===== src/rtl/lsu_wb_arbiter.sv =====
// lsu_wb_arbiter
//   Arbitrates the LSU load and store request channels onto one Wishbone master.
//   Each transfer is a single Wishbone cycle: IDLE (grant) -> ACCESS (cyc/stb) -> RESP
//   (one-cycle completion pulse to the owner) -> IDLE.
// Ports
//   clk, rstn_i            clock, synchronous active-low reset
//   ld_*_i / ld_*_o        load request (level) and completion (valid/err pulse, read data)
//   st_*_i / st_*_o        store request (level) and completion (valid/err pulse)
//   busy_o                 high whenever not in IDLE
//   wb_*_o / wb_*_i        Wishbone master: adr/dat/sel/we/cyc/stb/lock out,
//                          dat/ack/err/gnt in
module lsu_wb_arbiter #(
   parameter int unsigned TIMEOUT_CYCLES = 255
) (
   input  logic        clk,
   input  logic        rstn_i,
   input  logic        ld_req_i,
   input  logic [31:0] ld_addr_i,
   input  logic [3:0]  ld_be_i,
   output logic        ld_valid_o,
   output logic        ld_err_o,
   output logic [31:0] ld_data_o,
   input  logic        st_req_i,
   input  logic [31:0] st_addr_i,
   input  logic [31:0] st_data_i,
   input  logic [3:0]  st_be_i,
   output logic        st_valid_o,
   output logic        st_err_o,
   output logic        busy_o,
   output logic [31:0] wb_adr_o,
   output logic [31:0] wb_dat_o,
   output logic [3:0]  wb_sel_o,
   output logic        wb_we_o,
   output logic        wb_cyc_o,
   output logic        wb_stb_o,
   output logic        wb_lock_o,
   input  logic [31:0] wb_dat_i,
   input  logic        wb_ack_i,
   input  logic        wb_err_i,
   input  logic        wb_gnt_i
);

   // A zero timeout still needs a legal one-bit counter; it just never matches.
   localparam int unsigned CntW = (TIMEOUT_CYCLES == 0) ? 1 : $clog2(TIMEOUT_CYCLES + 1);
   localparam logic [CntW-1:0] CntMax = CntW'(TIMEOUT_CYCLES);

   typedef enum logic [1:0] {StIdle, StAccess, StResp} state_e;

   state_e         state_q, state_d;
   logic           owner_q, owner_d;   // 1 = store owns the transfer
   logic           last_q, last_d;     // 1 = store was granted last
   logic [31:0]    adr_q, adr_d;
   logic [31:0]    wdat_q, wdat_d;
   logic [3:0]     be_q, be_d;
   logic           err_q, err_d;
   logic [31:0]    ld_data_q, ld_data_d;
   logic [CntW-1:0] cnt_q, cnt_d;
   logic           grant_st;
   logic           in_access;
   logic           stb;

   assign in_access = (state_q == StAccess);
   assign stb       = in_access & wb_gnt_i;

   always_comb begin
      state_d   = state_q;
      owner_d   = owner_q;
      last_d    = last_q;
      adr_d     = adr_q;
      be_d      = be_q;
      wdat_d    = wdat_q;
      err_d     = err_q;
      cnt_d     = cnt_q;
      ld_data_d = ld_data_q;
      grant_st  = 1'b0;
      case (state_q)
         StIdle: begin
            if (ld_req_i || st_req_i) begin
               // On a tie the requester not granted last time wins.
               grant_st = st_req_i && (!ld_req_i || !last_q);
               owner_d  = grant_st;
               last_d   = grant_st;
               adr_d    = grant_st ? st_addr_i : ld_addr_i;
               be_d     = grant_st ? st_be_i : ld_be_i;
               wdat_d   = st_data_i;
               err_d    = 1'b0;
               cnt_d    = '0;
               state_d  = StAccess;
            end
         end
         StAccess: begin
            if (stb) begin
               if (wb_err_i) begin
                  err_d   = 1'b1;
                  state_d = StResp;
               end else if (wb_ack_i) begin
                  err_d   = 1'b0;
                  state_d = StResp;
                  if (!owner_q) ld_data_d = wb_dat_i;
               end else if ((TIMEOUT_CYCLES != 0) && (cnt_q == CntMax)) begin
                  err_d   = 1'b1;
                  state_d = StResp;
               end else begin
                  cnt_d = cnt_q + CntW'(1);
               end
            end
         end
         StResp:  state_d = StIdle;
         default: state_d = StIdle;
      endcase
   end

   always_ff @(posedge clk) begin
      if (!rstn_i) begin
         state_q   <= StIdle;
         owner_q   <= 1'b0;
         last_q    <= 1'b1;
         adr_q     <= '0;
         wdat_q    <= '0;
         be_q      <= '0;
         err_q     <= 1'b0;
         ld_data_q <= '0;
         cnt_q     <= '0;
      end else begin
         state_q   <= state_d;
         owner_q   <= owner_d;
         last_q    <= last_d;
         adr_q     <= adr_d;
         wdat_q    <= wdat_d;
         be_q      <= be_d;
         err_q     <= err_d;
         ld_data_q <= ld_data_d;
         cnt_q     <= cnt_d;
      end
   end

   // Completion pulses decode straight from registered state, so they are glitch-free.
   assign ld_valid_o = (state_q == StResp) && !owner_q;
   assign st_valid_o = (state_q == StResp) && owner_q;
   assign ld_err_o   = ld_valid_o && err_q;
   assign st_err_o   = st_valid_o && err_q;
   assign ld_data_o  = ld_data_q;
   assign busy_o     = (state_q != StIdle);

   assign wb_cyc_o  = in_access;
   assign wb_stb_o  = stb;
   assign wb_we_o   = in_access && owner_q;
   assign wb_adr_o  = in_access ? adr_q : 32'h0;
   assign wb_dat_o  = in_access ? wdat_q : 32'h0;
   assign wb_sel_o  = in_access ? be_q : 4'h0;
   assign wb_lock_o = 1'b0;

endmodule

===== config.mk =====
export PLATFORM = sky130hd
export DESIGN_NAME = lsu_wb_arbiter
export DESIGN_NICKNAME = d
export VERILOG_FILES = /design/src/rtl/lsu_wb_arbiter.sv
export SDC_FILE = /design/constraint.sdc
export NUM_CORES = 1
export LEC_CHECK = 0
export CORE_MARGIN = 5
export CORE_UTILIZATION = 40
export CTS_BUF_LIST = sky130_fd_sc_hd__clkbuf_16
export CTS_CLUSTER_SIZE = 40
export DETAILED_ROUTE_END_ITERATION = 8
export GPL_TIMING_DRIVEN = 0
export MAX_ROUTING_LAYER = met4
export PLACE_DENSITY = 0.78
export SYNTH_ARGS = -nofsm -noshare
export SYNTH_HDL_FRONTEND = slang
export SYNTH_SLANG_ARGS = --single-unit

===== constraint.sdc =====
create_clock -name clk -period 4 [get_ports clk]
set_clock_uncertainty 0.05 [all_clocks]
set_input_delay 0.8 -clock clk [delete_from_list [all_inputs] [get_ports clk]]
set_output_delay 0.8 -clock clk [all_outputs]
set_load 0.005 [all_outputs]

==> flow_metrics.py, run 1 <==
metrics = {
    "power": {
        "seqPwrFrac_pct": 36.5,
        "p_int_mw": 2.54,
        "vdd_drop_max_mv": 0.273,
        "swShare_pct": 25.3,
        "comb_power_share_pct": 18.0,
        "clkPwrFrac_pct": 45.4,
        "leakage_nw": 3.65,
        "switchingPower_mw": 0.862,
        "finalPower_mw": 3.40,
        "power_density_nw_per_um2": 389,
    },
    "yosys": {
        "synth_area_per_cell_um2": 8.93,
        "synth_cells": 607,
        "synthesis.nets": 751,
        "yosysTopAreaCell": "dfxtp_1",
        "synth.area.top_cells": "dfxtp_1 42%, nand2_1 12%, and2_1 8.2%",
        "synth_edf_count": 0,
        "synth.top_cell.area_share_pct": 41.7,
        "ys_async_sr_fraction_pct": 0,
        "syn_area_um2": 5420,
        "synth.most_common_cell": "nand2_1",
        "synth-seq-cells": 113,
        "yosys_warnings": 0,
        "synth_cell_type_count": 48,
        "synth_common_cells": "172 x nand2_1, 113 x dfxtp_1, 71 x and2_1, 44 x a21boi_1, 37 x mux2i_1",
        "synth-main-ff-cell": "dfxtp_1",
        "yosysSeqAreaShare_pct": 41.7,
    },
    "floorplan": {
        "row_count": 42,
        "ios": 252,
        "die_area_um2": 16000,
        "coreArea_um2": 13200,
        "die_w_um": 126,
        "start_util_pct": 40.9,
        "die_h_um": 126,
    },
    "clock_network": {
        "clock_latency_ns": 0.41,
        "cts_root_buffer": "clkbuf_16",
        "clk_pin_slew_ns": 0.06,
        "cts_buffers": 17,
        "ctsHoldBuffers": 0,
        "post_cts_buffers": 0,
        "htreeDepth": 4,
        "cts-resized-gates": 0,
        "cts.sinks": 113,
        "clockBufferDepth": 2,
        "cts_tree": "built",
    },
    "global_routing": {
        "grt_pass1_vias": 5462,
        "antenna_found_initial": 0,
        "grt_pass1_wl_um": 27800,
        "grt_max_degree": 17,
        "globalRouteTotalUtil_pct": 22.1,
        "grt_overflow": 0,
    },
    "drt": {
        "drc": 0,
        "via_count": 5223,
        "via_per_inst": 4.90,
        "postRouteAntennaNets": 0,
        "post_drt_wl_per_cell_um": 16.4,
        "drtIter0Drc": 217,
        "routed_wl_um": 17500,
        "drt_first_pass_iters": 4,
    },
    "sta": {
        "slew_viol_final": 0,
        "max_slew_margin_pct": 63.2,
        "setup_viol": 0,
        "max_freq_mhz": 296,
        "finalSetupTns_ns": 0,
        "rsz0062_at_grt": "no",
        "tightest_slew_ns": 0.551,
        "finalCritPeriodShare_pct": 84.4,
        "hold_viol_final": 0,
        "fin_ws_ns": 0.622,
        "fin_crit_ns": 3.38,
        "worst_hold_slack_ns": 0.397,
    },
    "setup_path": {
        "cp_slowest_cell": "clkdlybuf4s50_1",
        "cp.required_ns": 3.15,
        "path_cells": "nand2b_1 > buf_6 > clkinv_2 > buf_6 > clkbuf_1 > and2_1 > clkdlybuf4s50_1",
        "crit_type": "register to output pin",
        "cp-start-kind": "register",
        "cpLargestDelayFamily": "buffers and inverters",
        "critPathMaxStageDelay_ns": 0.53,
        "path_buf_inv": 5,
        "path_common_cell": "buf_6",
        "endpoint_kind": "output pin",
        "worst-path-max-fanout": 10,
        "worstPathArrival_ns": 2.53,
    },
    "cells_and_area": {
        "fin_area_um2": 8750,
        "utilization_pct": 66.1,
        "n_fill_cell": 1107,
        "drive_gt1_share_pct": 9.79,
        "area_delta_synth_final_pct": 61.5,
        "multi_input_area_um2": 2830,
        "antenna_cells": 0,
        "seq_area_um2": 2260,
        "stdcell_count": 1065,
        "fin_nets": 1020,
    },
    "placement": {
        "numPortBuffers": 250,
        "dp.cells": 1033,
        "placed_area_um2": 8140,
        "post-place-ws_ns": 1.01,
        "hpwlAfterDp_um": 13700,
        "place_congestion": 0.892,
    },
    "min_path": {
        "worstHoldPathType": "register to register",
    },
    "run": {
        "drv_cap": 0,
    },
    "status": {
        "status": "finished, final reports clean",
    },
}
==> cell families after synthesis <==
kind of cell    synth area share [%]
fa+ha+maj                      0.231
simple gates                    24.5
other cells                   0.0692
buf+inv                         6.10
compound gates                  20.5
mux                             6.83
flops                           41.7
==> worst paths after layout <==
check	startpoint	to	slack (ns)	cells after the start
worst max-delay path	state_q[0]	wb_adr_o[28]	0.62	7
worst min-delay path	wdat_q[27]	wdat_q[27]	0.40	2
worst max register to register	cnt_q[0]	cnt_q[7]	2.31	5
worst min register to register	wdat_q[27]	wdat_q[27]	0.40	2
==> power by group through the flow <==
stage	clock (mW)	combinational (mW)	sequential, mW
2_1_floorplan	0	0.303	1.26
3_3_place_gp	0	0.605	1.26
3_5_place_dp	0	0.618	1.27
4_1_cts	1.56	0.622	1.24
5_1_grt	1.63	0.671	1.25
6_report	1.55	0.613	1.24
==> flip-flops by register name, indices dropped and copies added, names as in the netlist <==
register and count:
adr_q 32, be_q 4, cnt_q 8, err_q 1
last_q 1, ld_data_o 32, owner_q 1, state_q 2
wdat_q 32
==> routing by layer <==
layer  track usage [%]  part of all wire [%]
met2              37.0                    49
met4              9.02                   2.8
met1              24.8                    41
met3              6.47                   7.6
met5                 -                     0
==> cell type report <==
class | instances | share of cell area [%]
plain buffers | 48 | 3.68
repair buffers | 250 | 28.6
multi-input cells | 444 | 32.3
well taps | 176 | 2.52
inverters | 2 | 0.100
clock inverters | 15 | 2.09
flip-flops and latches | 113 | 25.9
clock buffers | 17 | 4.86
==> placed cells by master (no fill, tap or decap), drive strengths merged, types with 4 or more instances in the layout <==
master	count
a21oi	4
nand2	173
o311ai	5
o31ai	4
clkbuf	34
dfxtp	113
nor2	6
buf	31
a21boi	66
clkinv	7
mux2i	37
inv	5
nand3	6
and2	72
and3	5
clkdlybuf4s50	250
o211a	36
==> worst reg2reg max path, cell delays in order, from the launching register on <==
cell and delay, ns:
dfxtp_1 0.34, ha_1 0.26, and4_1 0.27, a21oi_1 0.23, nand4b_4 0.18, o31ai_1 0.26
Power figures use the tool's default switching activity.
==> run 2, diff against run 1 <==
--- a/config.mk
+++ b/config.mk
@@ -6,7 +6,7 @@
 export NUM_CORES = 1
 export LEC_CHECK = 0
 export CORE_MARGIN = 5
-export CORE_UTILIZATION = 40
+export CORE_UTILIZATION = 38
 export CTS_BUF_LIST = sky130_fd_sc_hd__clkbuf_16
 export CTS_CLUSTER_SIZE = 40
 export DETAILED_ROUTE_END_ITERATION = 8
==> constraint.sdc (replaced) <==
create_clock -name clk -period 2.98 [get_ports clk]
set_clock_uncertainty 0.05 [all_clocks]
set_input_delay 0.596 -clock clk [delete_from_list [all_inputs] [get_ports clk]]
set_output_delay 0.596 -clock clk [all_outputs]
set_load 0.005 [all_outputs]
==> run 2 against run 1 <==
Wire length fell by 3.2%. Combinational power up 34%. Largest power group unchanged. Core utilization decreased by 3.0 points. Critical path depth unchanged. Sequential cell count unchanged. Worst hold slack got worse by 0.0031 ns. Cell count up 0.38%.
==> flow_metrics.py, run 2 (synthesized netlist as in run 1, its figures left out) <==
metrics = {
    "cells_and_area": {
        "fin_nets": 1020,
        "final_cell_mix": "250 x clkdlybuf4s50_1, 172 x nand2_1, 112 x dfxtp_1",
        "antenna_cells": 0,
        "final_common_cell": "clkdlybuf4s50_1",
        "drive_gt1_share_pct": 10.1,
        "area_delta_synth_final_pct": 62.1,
        "multi_input_area_um2": 2830,
        "seq_area_um2": 2260,
        "n_fill_cell": 1241,
        "stdcell_count": 1069,
    },
    "setup_path": {
        "endpoint_kind": "output pin",
        "rr_startpoint": "cnt_q[0]",
        "cp.required_ns": 2.33,
        "crit_type": "register to output pin",
        "worst-path-max-fanout": 10,
        "cp-start-kind": "register",
        "startpoint": "state_q[1]",
        "worstPathArrival_ns": 2.17,
    },
    "drt": {
        "postRouteAntennaNets": 0,
        "drtIter0Drc": 252,
        "drc": 0,
        "via_count": 5146,
        "via_per_inst": 4.81,
        "post_drt_wl_per_cell_um": 15.8,
        "routed_wl_um": 16900,
        "drt_first_pass_iters": 4,
    },
    "sta": {
        "setup_viol": 0,
        "finalCritPeriodShare_pct": 94.5,
        "fin_crit_ns": 2.82,
        "slew_viol_final": 0,
        "finalSetupTns_ns": 0,
        "rsz0062_at_grt": "no",
        "max_freq_mhz": 355,
        "hold_viol_final": 0,
    },
    "placement": {
        "dp.cells": 1037,
        "numPortBuffers": 250,
        "place_congestion": 0.827,
        "hpwlAfterDp_um": 13200,
    },
    "power": {
        "comb_power_share_pct": 17.7,
        "swShare_pct": 23.5,
        "p_int_mw": 3.55,
        "power_density_nw_per_um2": 529,
        "seqPwrFrac_pct": 35.9,
        "leakage_nw": 3.69,
        "vdd_drop_max_mv": 0.377,
        "switchingPower_mw": 1.09,
        "clkPwrFrac_pct": 46.4,
    },
    "clock_network": {
        "htreeDepth": 4,
        "cts_buffers": 17,
        "cts_tree": "built",
        "clockBufferDepth": 2,
        "cts.sinks": 113,
        "clock_latency_ns": 0.41,
        "cts_root_buffer": "clkbuf_16",
        "post_cts_buffers": 0,
        "clk_pin_slew_ns": 0.05,
        "ctsHoldBuffers": 0,
    },
    "run": {
        "drv_cap": 0,
    },
    "global_routing": {
        "grt_pass1_vias": 5114,
        "grt_max_degree": 17,
        "grt_pass1_wl_um": 25800,
        "globalRouteTotalUtil_pct": 20.6,
        "antenna_found_initial": 0,
        "grt_overflow": 0,
    },
    "floorplan": {
        "die_w_um": 129,
        "coreArea_um2": 13900,
        "ios": 252,
        "start_util_pct": 38.9,
        "row_count": 43,
        "die_h_um": 129,
        "die_area_um2": 16700,
    },
    "min_path": {
        "min-delay-start": "wdat_q[14]",
        "worstHoldPathType": "register to register",
    },
    "status": {
        "status": "finished, final reports clean",
    },
}
==> run 2: metal layers <==
layer | track usage [%] | part of all wire, % | routed length, um | vias to the layer above
li1 | - | - | - | 2590
met1 | 23.4 | 41 | 6980 | 2339
met2 | 34.1 | 48 | 8150 | 189
met3 | 6.72 | 8.6 | 1450 | 28
met4 | 7.58 | 2.1 | 350 | 0
met5 | - | 0 | 0 | -
==> run 2: power by group through the flow <==
| stage | clock network, mW | registers [mW] | logic [mW] |
|---|---|---|---|
| after floorplan | 0 | 1.69 | 0.407 |
| after global placement | 0 | 1.69 | 0.820 |
| after detailed placement | 0 | 1.70 | 0.826 |
| after CTS | 2.19 | 1.67 | 0.834 |
| after global routing | 2.27 | 1.68 | 0.897 |
| final | 2.15 | 1.67 | 0.822 |
==> run 2: cell type report <==
cell class / count / share of cell area (%)
Clock inverter: 15 / 2.27
Inverter: 2 / 0.0997
Buffer: 48 / 3.78
Sequential cell: 113 / 25.8
Timing Repair Buffer: 250 / 28.5
Clock buffer: 17 / 4.84
Multi-Input combinational cell: 444 / 32.2
Tap cell: 180 / 2.56
==> run 2: metrics by stage <==
step | hold slack (ns) | util [%] | instance area, um2 | setup slack (ns) | total power, mW
floorplan | 0.380 | - | 5420 | 1.21 | 2.09
global placement | 0.386 | 58.5 | 8150 | 0.309 | 2.51
detailed placement | 0.390 | 58.5 | 8150 | 0.297 | 2.52
CTS | 0.398 | 63.0 | 8780 | 0.0175 | 4.69
global route | 0.414 | 63.0 | 8780 | 0.0260 | 4.85
finish | 0.394 | 63.0 | 8780 | 0.163 | 4.64
==> run 2: final timing paths <==
kind / end / slack [ns] / cells past startpoint
setup / recovery: wb_sel_o[3] / 0.16 / 7
hold / removal: wdat_q[14] / 0.39 / 2
setup reg to reg: err_q / 1.32 / 5
hold reg to reg: wdat_q[14] / 0.39 / 2
==> run 2: timing repair <==
action | in CTS | in global routing
gates cloned | 0 | 0
setup endpoints to repair | 58 | 60
gates resized for setup | 6 | 2
endpoints found under the hold margin | 0 | 0
==> run 2: worst max-delay path, cell delays in order, from the launching register on <==
cell,delay [ns]
dfxtp_1,0.33
nand2b_1,0.16
buf_6,0.14
clkinv_2,0.06
buf_6,0.15
clkbuf_2,0.25
and2_1,0.15
clkdlybuf4s50_1,0.53
